`config.mk`:
```
export PLATFORM = sky130hd
export DESIGN_NAME = sdram_burst_dma_ctrl
export DESIGN_NICKNAME = d
export VERILOG_FILES = /design/src/rtl/sdram_dma_pkg.sv /design/src/rtl/sdram_dma_burst_sizer.sv /design/src/rtl/sdram_burst_dma_ctrl.sv
export SDC_FILE = /design/constraint.sdc
export NUM_CORES = 1
export LEC_CHECK = 0
export CAP_MARGIN = 25
export CORE_ASPECT_RATIO = 0.7
export CORE_MARGIN = 2
export CORE_UTILIZATION = 41
export CTS_BUF_LIST = sky130_fd_sc_hd__clkbuf_16
export DETAILED_ROUTE_END_ITERATION = 8
export PLACE_DENSITY_LB_ADDON = 0.1
export SYNTH_ARGS = -nofsm -noshare
export SYNTH_HDL_FRONTEND = slang
export SYNTH_HIERARCHICAL = 1
export SYNTH_SLANG_ARGS = --single-unit
```
`constraint.sdc`:
```
create_clock -name clk_i -period 7.9 [get_ports clk_i]
set_input_delay 1.58 -clock clk_i [delete_from_list [all_inputs] [get_ports clk_i]]
set_output_delay 1.58 -clock clk_i [all_outputs]
set_load 0.02 [all_outputs]
```
`src/rtl/sdram_dma_pkg.sv`:
```
// Shared types and helpers for the SDRAM burst DMA block: FSM state
// encoding, default burst ceiling and the per-word test pattern.
package sdram_dma_pkg;

   localparam int DEFAULT_MAX_BURST = 16;

   typedef enum logic [2:0] {
      IDLE,
      WR,
      RD_REQ,
      RD_WAIT,
      DONE
   } dma_state_t;

   // Word w of a transfer carries its own index and its complement.
   function automatic logic [127:0] dma_pattern(input logic [63:0] w);
      return {~w, w};
   endfunction

endpackage

```
`src/rtl/sdram_dma_burst_sizer.sv`:
```
// Burst sizing: burstcount = min(burst length, words remaining) and the
// word count left once that burst is issued.
module sdram_dma_burst_sizer #(
   parameter int BURST_W = 8
) (
   input  logic [BURST_W-1:0] len,
   input  logic [31:0]        remaining,
   output logic [BURST_W-1:0] count,
   output logic [31:0]        left
);

   always_comb begin
      count = len;
      if (remaining < 32'(len)) begin
         count = BURST_W'(remaining);
      end
      left = remaining - 32'(count);
   end

endmodule

```
`src/rtl/sdram_burst_dma_ctrl.sv`:
```
// Avalon-MM SDRAM burst write (and optional readback verify) DMA engine.
// Optional readback is built in when SDRAM_DMA_READBACK_EN is defined.
module sdram_burst_dma_ctrl
   import sdram_dma_pkg::*;
#(
   parameter int ADDR_W    = 28,
   parameter int DATA_W    = 128,
   parameter int BURST_W   = 8,
   parameter int MAX_BURST = DEFAULT_MAX_BURST
) (
   input  logic                clk_i,
   input  logic                rst_i,
   input  logic                start_stb_i,
   input  logic [31:0]         base_addr_i,
   input  logic [31:0]         size_i,
   input  logic [BURST_W-1:0]  burst_len_i,
   output logic                busy_o,
   output logic                done_stb_o,
   output logic [31:0]         cycle_cnt_o,
   output logic [31:0]         err_cnt_o,
   output logic [ADDR_W-1:0]   sdram_address_o,
   output logic [BURST_W-1:0]  sdram_burstcount_o,
   output logic [DATA_W-1:0]   sdram_writedata_o,
   output logic [DATA_W/8-1:0] sdram_byteenable_o,
   output logic                sdram_write_o,
   output logic                sdram_read_o,
   input  logic                sdram_waitrequest_i,
   input  logic [DATA_W-1:0]   sdram_readdata_i,
   input  logic                sdram_readdatavalid_i
);

   dma_state_t         state;
   logic [BURST_W-1:0] eff_in;
   logic [BURST_W-1:0] eff_r;
   logic [BURST_W-1:0] sz_len;
   logic [BURST_W-1:0] sz_count;
   logic [BURST_W-1:0] bc_r;
   logic [BURST_W-1:0] beat;
   logic [31:0]        rem;
   logic [31:0]        sz_rem;
   logic [31:0]        sz_left;
   logic [63:0]        widx;
   logic               last_beat;

`ifdef SDRAM_DMA_READBACK_EN
   logic               rd_r;
   logic [31:0]        err_r;
   logic [ADDR_W-1:0]  base_r;
   logic [31:0]        size_r;

   assign sdram_read_o = rd_r;
   assign err_cnt_o    = err_r;
`else
   logic               unused_rd;

   assign sdram_read_o = 1'b0;
   assign err_cnt_o    = '0;
   assign unused_rd    = ^{sdram_readdata_i, sdram_readdatavalid_i};
`endif

   assign sdram_byteenable_o = '1;

   always_comb begin
      eff_in = burst_len_i;
      if (burst_len_i == '0) begin
         eff_in = BURST_W'(1);
      end else if (32'(burst_len_i) > 32'(MAX_BURST)) begin
         eff_in = BURST_W'(MAX_BURST);
      end
   end

   // In IDLE the sizer sees the incoming request so the first burst issues
   // on the start edge; afterwards it sees the words not yet issued.
   assign sz_len    = (state == IDLE) ? eff_in : eff_r;
   assign sz_rem    = (state == IDLE) ? size_i : rem;
   assign last_beat = (beat == bc_r - BURST_W'(1));

   sdram_dma_burst_sizer #(
      .BURST_W(BURST_W)
   ) u_sizer (
      .len      (sz_len),
      .remaining(sz_rem),
      .count    (sz_count),
      .left     (sz_left)
   );

   always_ff @(posedge clk_i) begin
      if (rst_i) begin
         state              <= IDLE;
         busy_o             <= 1'b0;
         done_stb_o         <= 1'b0;
         cycle_cnt_o        <= '0;
         sdram_address_o    <= '0;
         sdram_burstcount_o <= '0;
         sdram_writedata_o  <= '0;
         sdram_write_o      <= 1'b0;
         eff_r              <= '0;
         bc_r               <= '0;
         beat               <= '0;
         rem                <= '0;
         widx               <= '0;
`ifdef SDRAM_DMA_READBACK_EN
         rd_r               <= 1'b0;
         err_r              <= '0;
         base_r             <= '0;
         size_r             <= '0;
`endif
      end else begin
         if (busy_o && cycle_cnt_o != '1) begin
            cycle_cnt_o <= cycle_cnt_o + 32'd1;
         end
         case (state)
            IDLE: begin
               if (start_stb_i) begin
                  eff_r           <= eff_in;
                  cycle_cnt_o     <= '0;
                  busy_o          <= 1'b1;
                  widx            <= '0;
                  beat            <= '0;
                  sdram_address_o <= ADDR_W'(base_addr_i);
`ifdef SDRAM_DMA_READBACK_EN
                  err_r           <= '0;
                  base_r          <= ADDR_W'(base_addr_i);
                  size_r          <= size_i;
`endif
                  if (size_i == '0) begin
                     state      <= DONE;
                     done_stb_o <= 1'b1;
                  end else begin
                     state              <= WR;
                     sdram_write_o      <= 1'b1;
                     sdram_burstcount_o <= sz_count;
                     bc_r               <= sz_count;
                     rem                <= sz_left;
                     sdram_writedata_o  <= DATA_W'(dma_pattern('0));
                  end
               end
            end
            WR: begin
               if (!sdram_waitrequest_i) begin
                  widx              <= widx + 64'd1;
                  sdram_writedata_o <= DATA_W'(dma_pattern(widx + 64'd1));
                  if (!last_beat) begin
                     beat <= beat + BURST_W'(1);
                  end else begin
                     beat <= '0;
                     if (rem == '0) begin
                        sdram_write_o <= 1'b0;
`ifdef SDRAM_DMA_READBACK_EN
                        state           <= RD_REQ;
                        sdram_address_o <= base_r;
                        rem             <= size_r;
                        widx            <= '0;
`else
                        state      <= DONE;
                        done_stb_o <= 1'b1;
`endif
                     end else begin
                        sdram_address_o    <= sdram_address_o + ADDR_W'(bc_r);
                        sdram_burstcount_o <= sz_count;
                        bc_r               <= sz_count;
                        rem                <= sz_left;
                     end
                  end
               end
            end
`ifdef SDRAM_DMA_READBACK_EN
            RD_REQ: begin
               if (!rd_r) begin
                  rd_r               <= 1'b1;
                  sdram_burstcount_o <= sz_count;
                  bc_r               <= sz_count;
                  rem                <= sz_left;
               end else if (!sdram_waitrequest_i) begin
                  rd_r  <= 1'b0;
                  beat  <= '0;
                  state <= RD_WAIT;
               end
            end
            RD_WAIT: begin
               if (sdram_readdatavalid_i) begin
                  if (sdram_readdata_i != DATA_W'(dma_pattern(widx)) && err_r != '1) begin
                     err_r <= err_r + 32'd1;
                  end
                  widx <= widx + 64'd1;
                  if (!last_beat) begin
                     beat <= beat + BURST_W'(1);
                  end else begin
                     beat            <= '0;
                     sdram_address_o <= sdram_address_o + ADDR_W'(bc_r);
                     if (rem == '0) begin
                        state      <= DONE;
                        done_stb_o <= 1'b1;
                     end else begin
                        state <= RD_REQ;
                     end
                  end
               end
            end
`endif
            DONE: begin
               done_stb_o <= 1'b0;
               busy_o     <= 1'b0;
               state      <= IDLE;
            end
            default: begin
               busy_o <= 1'b0;
               state  <= IDLE;
            end
         endcase
      end
   end

endmodule

```
# After elaboration in Yosys (flattened, before gate mapping)
# Cells that the tools add are included.
dict set report word_totals {
  reg_bits 314
  latchBits 0
  ramBits 0
  romBits 0
  input_bits 205
  output_inout_bits 248
  word_cells 105
  mem_count 0
}
dict set report op_classes {
  addsub 6
  mul 0
  div_mod_pow 0
  n_lt_le_gt_ge 2
  n_eq_ne 11
  shift 0
  muxes 56
  n_bitwise 2
  n_reduce_logical 16
}
# cell count
set ops {}
lappend ops {{2-to-1 mux 128 bit} 3}
lappend ops {{2-to-1 mux 32 bit} 9}
lappend ops {{one-hot mux 128 bit (2 select lines)} 1}
lappend ops {{2-to-1 mux 64 bit} 2}
lappend ops {{one-hot mux 64 bit (2 select lines)} 1}
lappend ops {{2-to-1 mux 28 bit} 4}
lappend ops {{2-to-1 mux 8 bit} 12}
lappend ops {{adder 64 x 1 -> 64 bit, second input constant} 1}
lappend ops {{logical NOT 32 bit} 2}
lappend ops {{inverter 64 bit} 1}
lappend ops {{one-hot mux 32 bit (2 select lines)} 1}
lappend ops {{one-hot mux 28 bit (2 select lines)} 1}
lappend ops {{adder 32 x 1 -> 32 bit, second input constant} 1}
lappend ops {{less-than comparator 32 x 8 -> 1 bit} 1}
lappend ops {{inequality test 32 bit, second input constant} 1}
lappend ops {{one-hot mux 8 bit (2 select lines)} 2}
lappend ops {{subtractor 32 x 8 -> 32 bit} 1}
lappend ops {{adder 28 x 8 -> 28 bit} 1}
lappend ops {{AND reduction 6 bit} 3}
lappend ops {{2-to-1 mux 3 bit} 5}
lappend ops {{inequality test 2 bit, second input constant} 6}
lappend ops {{2-to-1 mux 1 bit} 11}
lappend ops {{adder 8 x 1 -> 8 bit, second input constant} 1}
lappend ops {{== test 8 bit} 1}
lappend ops {{18 further kinds} 21}

# Depth between registers and ports, before layout
dict set report depth {
  depth_word 11
  ltp_mapped 24
  ltp_nobuf 21
}

# Cells and area by module
# The synthesis kept the hierarchy.
# mod n_inst cells_each area_per_inst_um2 seq_area_each_um2
set by_module_without_submodules {}
lappend by_module_without_submodules {sdram_burst_dma_ctrl 1 1833 15019.4 6266.0}
lappend by_module_without_submodules {sdram_dma_burst_sizer 1 160 1236.2 0.0}

# Worst setup path before layout
# Ideal clock, no wire load.
dict set report synth_path {
  kind {input -> register}
  startpoint {input burst_len_i[7]}
  endpoint {register rem[18]}
  setup_time_ns 0.072
  t_arrival_ns 5.512
  required_time_ns 7.828
  slack_ns 2.316
  stages 21
  n_path_buf 1
  path_cell_list {nor4_1 > nand3_1 > nand2_1 > inv_1 > ha_1 > o21ai_1 > a31oi_1 > o31ai_2 > nand4_4 > mux2_1 > ha_1 > inv_1 > fa_1 > a21o_1 > a311oi_1 > o21ai_1 > clkbuf_1 > nor4_1 > xor2_1 > nand2_1 > mux2i_1}
}
dict set report synth_between {
  elab_chain_cells 11
  word_cells_on_any_way 14
  cone_classes {1 x add/sub; 2 x order compare; 10 x mux; 1 x reduce/logical}
}
# item line
set synth_lines {}
lappend synth_lines {{start: declaration} sdram_burst_dma_ctrl.sv:16} ;# input logic [BURST_W-1:0] burst_len_i,
lappend synth_lines {{greater-than comparator 8 x 5 -> 1 bit} sdram_burst_dma_ctrl.sv:67} ;# end else if (32'(burst_len_i) > 32'(MAX_BURST)) begin
lappend synth_lines {{2-to-1 mux 8 bit} sdram_burst_dma_ctrl.sv:67}
lappend synth_lines {{2-to-1 mux 8 bit (*)} sdram_burst_dma_ctrl.sv:65} ;# if (burst_len_i == '0) begin
lappend synth_lines {{2-to-1 mux 8 bit (*)} sdram_burst_dma_ctrl.sv:74} ;# assign sz_len = (state == IDLE) ? eff_in : eff_r;
lappend synth_lines {{named net sz_len[1]} sdram_burst_dma_ctrl.sv:35} ;# logic [BURST_W-1:0] sz_len;
lappend synth_lines {{less-than comparator 32 x 8 -> 1 bit (*)} sdram_dma_burst_sizer.sv:14} ;# if (remaining < 32'(len)) begin
lappend synth_lines {{2-to-1 mux 8 bit (*)} sdram_dma_burst_sizer.sv:14}
lappend synth_lines {{named net sz_count[0]} sdram_burst_dma_ctrl.sv:36} ;# logic [BURST_W-1:0] sz_count;
lappend synth_lines {{subtractor 32 x 8 -> 32 bit (*)} sdram_dma_burst_sizer.sv:17} ;# left = remaining - 32'(count);
lappend synth_lines {{named net sz_left[18]} sdram_burst_dma_ctrl.sv:41} ;# logic [31:0] sz_left;
lappend synth_lines {{2-to-1 mux 32 bit} sdram_burst_dma_ctrl.sv:147} ;# if (rem == '0) begin
lappend synth_lines {{2-to-1 mux 32 bit} sdram_burst_dma_ctrl.sv:143} ;# if (!last_beat) begin
lappend synth_lines {{2-to-1 mux 32 bit} sdram_burst_dma_ctrl.sv:140} ;# if (!sdram_waitrequest_i) begin
lappend synth_lines {{one-hot mux 32 bit (2 select lines) (*)} sdram_burst_dma_ctrl.sv:112} ;# case (state)
lappend synth_lines {{end signal: assignment} sdram_burst_dma_ctrl.sv:134} ;# rem <= sz_left;
lappend synth_lines {{end signal: assignment} sdram_burst_dma_ctrl.sv:162} ;# rem <= sz_left;
lappend synth_lines {{end: declaration} sdram_burst_dma_ctrl.sv:39} ;# logic [31:0] rem;
# Mark *: on every way through the listed nets, which the timed path passes. The rest lies on a longest branch. The select of a mux whose other input is x is not followed.
# A chain may end at the register's enable or synchronous reset.

# Worst setup path in the final report
dict set report layout_path {
  startpoint {input burst_len_i[7]}
  endpoint {register rem[20]}
}
dict set report layout_between {
  elab_chain_cells 11
  word_cells_on_any_way 14
  cone_classes {1 x add/sub; 2 x order compare; 10 x mux; 1 x reduce/logical}
}
# item line
set layout_lines {}
lappend layout_lines {{greater-than comparator 8 x 5 -> 1 bit} sdram_burst_dma_ctrl.sv:67}
lappend layout_lines {{2-to-1 mux 8 bit} sdram_burst_dma_ctrl.sv:67}
lappend layout_lines {{2-to-1 mux 8 bit (*)} sdram_burst_dma_ctrl.sv:65}
lappend layout_lines {{2-to-1 mux 8 bit (*)} sdram_burst_dma_ctrl.sv:74}
lappend layout_lines {{named net sz_len[1]} sdram_burst_dma_ctrl.sv:35}
lappend layout_lines {{less-than comparator 32 x 8 -> 1 bit} sdram_dma_burst_sizer.sv:14}
lappend layout_lines {{2-to-1 mux 8 bit (*)} sdram_dma_burst_sizer.sv:14}
lappend layout_lines {{subtractor 32 x 8 -> 32 bit (*)} sdram_dma_burst_sizer.sv:17}
lappend layout_lines {{named net sz_left[20]} sdram_burst_dma_ctrl.sv:41}
lappend layout_lines {{2-to-1 mux 32 bit} sdram_burst_dma_ctrl.sv:147}
lappend layout_lines {{2-to-1 mux 32 bit} sdram_burst_dma_ctrl.sv:143}
lappend layout_lines {{2-to-1 mux 32 bit} sdram_burst_dma_ctrl.sv:140}
lappend layout_lines {{one-hot mux 32 bit (2 select lines) (*)} sdram_burst_dma_ctrl.sv:112}
# Marks and branches as above.

==> results.json <==
{
  "fin_setup_tns_ns": 0,
  "worstPathRequired_ns": 8.34,
  "maxSlewHeadroom": 0.312,
  "synthCells": 1993,
  "route.vias.total": 15100,
  "cts_buffers": 34,
  "drt_iter0_markers": 1161,
  "fmaxAchievable_ghz": 0.169,
  "dieArea_um2": 41300,
  "setup_viol": 0,
  "core_um2": 38700,
  "synth-edff-count": 0,
  "instances_no_fill": 2756,
  "cts-hold-fix-buffers": 0,
  "grt_pass1_wl_mm": 77.9,
  "clockRootBuffer": "clkbuf_16",
  "grt_max_degree": 101,
  "grt.total_usage": 0.232,
  "drt_first_pass_iters": 5,
  "min_path_type": "reg2reg",
  "clock_sinks": 313,
  "start_util": 0.420,
  "clkLatencyLatePin_ns": 0.52,
  "timing.rr.end": "rem[20]",
  "cts-resized-gates": 0,
  "die_w_um": 242,
  "endpoint_kind": "register",
  "status": "complete, no violations",
  "seq_area_um2": 6270,
  "min_period_ns": 5.91,
  "htree_levels": 2,
  "yosys_warnings": 6,
  "wire_per_inst_um": 18.0,
  "drive_above_1_share": 0.0659,
  "skew_ns": 0.0231,
  "tightest_slew_ns": 1.03,
  "synth.avg_cell_area_um2": 8.16,
  "synth-seq-cells": 313,
  "dieHeight_um": 171,
  "cts_tree": "yes",
  "hold_viol": 0,
  "regToRegStartpoint": "state[0]",
  "hpwl_mm": 34.7,
  "synthToLayoutAreaGrowth_pct": 24.8,
  "cp-endpoint": "rem[20]",
  "max-clock-path-buffers": 3,
  "max-cap-violations": 0,
  "yosysSeqAreaShare": 0.385,
  "postCtsSetupBuffers": 0,
  "io_buffers": 270,
  "vias_per_cell": 5.47,
  "antenna_found_initial": 0,
  "synth_cell_types": 77,
  "dp_cells": 2697,
  "drtAntennaViolNets": 0,
  "wl_mm": 49.6,
  "cp.arrival_ns": 6.35,
  "nFillCells": 3694,
  "ys.flop_type": "dfxtp_1",
  "ff2ff_path_depth": 21,
  "grt_overflow": 0,
  "synth_area_um2": 16300,
  "grt_pass1_vias": 14100,
  "rsz0062_at_grt": "no",
  "ir_drop_uv": 142,
  "synth-async-reset-ratio": 0,
  "start_kind": "input port",
  "diodes": 0,
  "nNetsFinal": 2441,
  "ios": 453,
  "route.detailed.drc": 0,
  "clk_pin_slew_ns": 0.06,
  "crit_fanout": 14,
  "power_density_nw_per_um2": 191,
  "rrSetupSlack_ns": 2.28,
  "multi_input_area_um2": 9260,
  "finalCritPeriodShare": 0.748,
  "routabilityCongestion": 0.867,
  "rows": 60,
  "startpoint": "burst_len_i[7]",
  "cellLeakagePower_uw": 0.00770,
  "path_class": "in2reg",
  "slew_violations": 0
}
how the worst min path moves through the flow:
stage | slack, ns | start | to | cells after the start
6_report | 0.45 | sdram_writedata_o[36] | sdram_writedata_o[36] | 2
2_1_floorplan | 0.44 | eff_r[5] | eff_r[5] | 1
4_1_cts | 0.45 | sdram_writedata_o[36] | sdram_writedata_o[36] | 2
3_5_place_dp | 0.44 | sdram_writedata_o[36] | sdram_writedata_o[36] | 2
3_3_place_gp | 0.44 | sdram_writedata_o[45] | sdram_writedata_o[45] | 2
5_1_grt | 0.47 | sdram_writedata_o[14] | sdram_writedata_o[14] | 2
metrics by stage:
stage,instance area [um2],setup WS (ns),hold slack (ns),util,power (uW)
after floorplan,16400,2.32,0.444,-,2120
after global placement,19200,1.45,0.436,0.495,2340
after detailed placement,19200,1.45,0.442,0.496,2350
after CTS,20300,1.96,0.450,0.524,3920
after global routing,20300,1.79,0.473,0.524,4060
final,20300,1.99,0.448,0.524,3880
routing by layer:
layer / GRT usage / share of wire / wire (um) / vias to the layer above
li1: - / - / - / 7406
met1: 0.345 / 0.50 / 25000 / 7155
met2: 0.347 / 0.41 / 20600 / 461
met3: 0.0474 / 0.069 / 3440 / 48
met4: 0.0429 / 0.012 / 604 / 0
met5: 0 / 0 / 0 / -
registers in the layout, summed over array words and instances, names as in the netlist:
signal	count
rem	32
bc_r	8
sdram_write_o	1
done_stb_o	1
widx	64
cycle_cnt_o	32
eff_r	8
sdram_address_o	28
busy_o	1
sdram_writedata_o	128
beat	8
state	2
worst max-delay path, cell delays in order:
cell             delay, ns
clkdlybuf4s50_1       0.43
nor4_1                0.34
buf_4                 0.21
nand3_1               0.08
nand2_1               0.15
inv_1                 0.06
ha_1                  0.28
o21ai_1               0.14
a31oi_1               0.07
o31ai_2               0.30
nand4_4               0.15
buf_4                 0.25
mux2i_1               0.18
fa_1                  0.47
a21o_1                0.22
a311oi_1              0.28
o21ai_1               0.17
buf_4                 0.22
nor4_1                0.34
xor2_1                0.20
nand2_1               0.07
mux2i_1               0.15
Yosys cell counts, types with 4 or more instances:
master	n	area [um2]
a211oi_1	27	203
mux2i_1	53	531
clkbuf_1	92	345
o21ai_0	95	475
ha_1	27	338
o31ai_1	13	97.6
nor4_4	4	85.1
nand3_1	70	350
mux2_1	5	56.3
nor2_1	153	574
buf_1	12	45.0
o311ai_0	8	70.1
o211a_1	14	140
o211ai_1	6	45.0
a31oi_1	21	131
o22ai_1	6	37.5
and4_1	12	105
and3_1	45	282
a21oi_1	106	531
nor4_1	43	269
or3_1	23	144
buf_4	53	398
a21o_1	18	135
dfxtp_1	313	6270
nand4_1	24	150
and2_1	12	75.1
xor2_1	73	639
o31a_1	6	52.6
xnor2_1	66	578
nor4_2	6	75.1
nor3_2	6	60.1
a22o_1	6	52.6
nor3_1	46	230
o221a_1	7	78.8
buf_2	7	35.0
nand2b_1	8	50.1
o21ai_1	8	40.0
a221oi_1	6	52.6
inv_1	33	124
a22oi_1	12	90.1
o221a_2	27	304
or4_1	5	37.5
nor2b_1	8	50.1
nand2_1	359	1350
cells by family after synthesis:
| logic type | share of synthesized area |
|---|---|
| xor gates and xnor gates | 0.0749 |
| muxes | 0.0389 |
| buffers and inverters | 0.0592 |
| DFF | 0.385 |
| adders and majority gates | 0.0232 |
| AOI/OAI and AO/OA | 0.169 |
| other | 0.000462 |
| and+or+nand+nor | 0.249 |
layout make-up:
cell class / instances / share of cell area
flip-flops and latches: 313 / 0.309
clock inverters: 23 / 0.00931
clock buffers: 35 / 0.0432
multi-input cells: 1528 / 0.456
well taps: 527 / 0.0325
inverters: 34 / 0.00641
repair buffers: 296 / 0.143
cells in the final DEF, fill, tap and decap left out, drive strengths merged, types with 8 or more instances in the layout:
cell,count
clkinv,13
a22oi,12
o31ai,14
dfxtp,313
a31oi,21
nand3,73
inv,38
and2,12
nand2b,8
ha,27
xnor2,66
o21ai,103
mux2,8
a21oi,106
nand2,359
a211oi,28
clkbuf,35
nor4,53
buf,27
o221a,34
clkdlybuf4s50,269
nor2b,8
nand4,25
xor2,73
o211a,15
mux2i,53
nor2,154
nor3,54
conb,49
and4,13
and3,45
o311ai,9
a21o,18
or3,23
power by group:
group | switching [uW] | total, uW | internal, uW
logic | 377 | 623 | 245
clock network | 662 | 1560 | 901
registers | 57.1 | 1700 | 1640
Note: power is estimated with default switching activity, not from simulation.
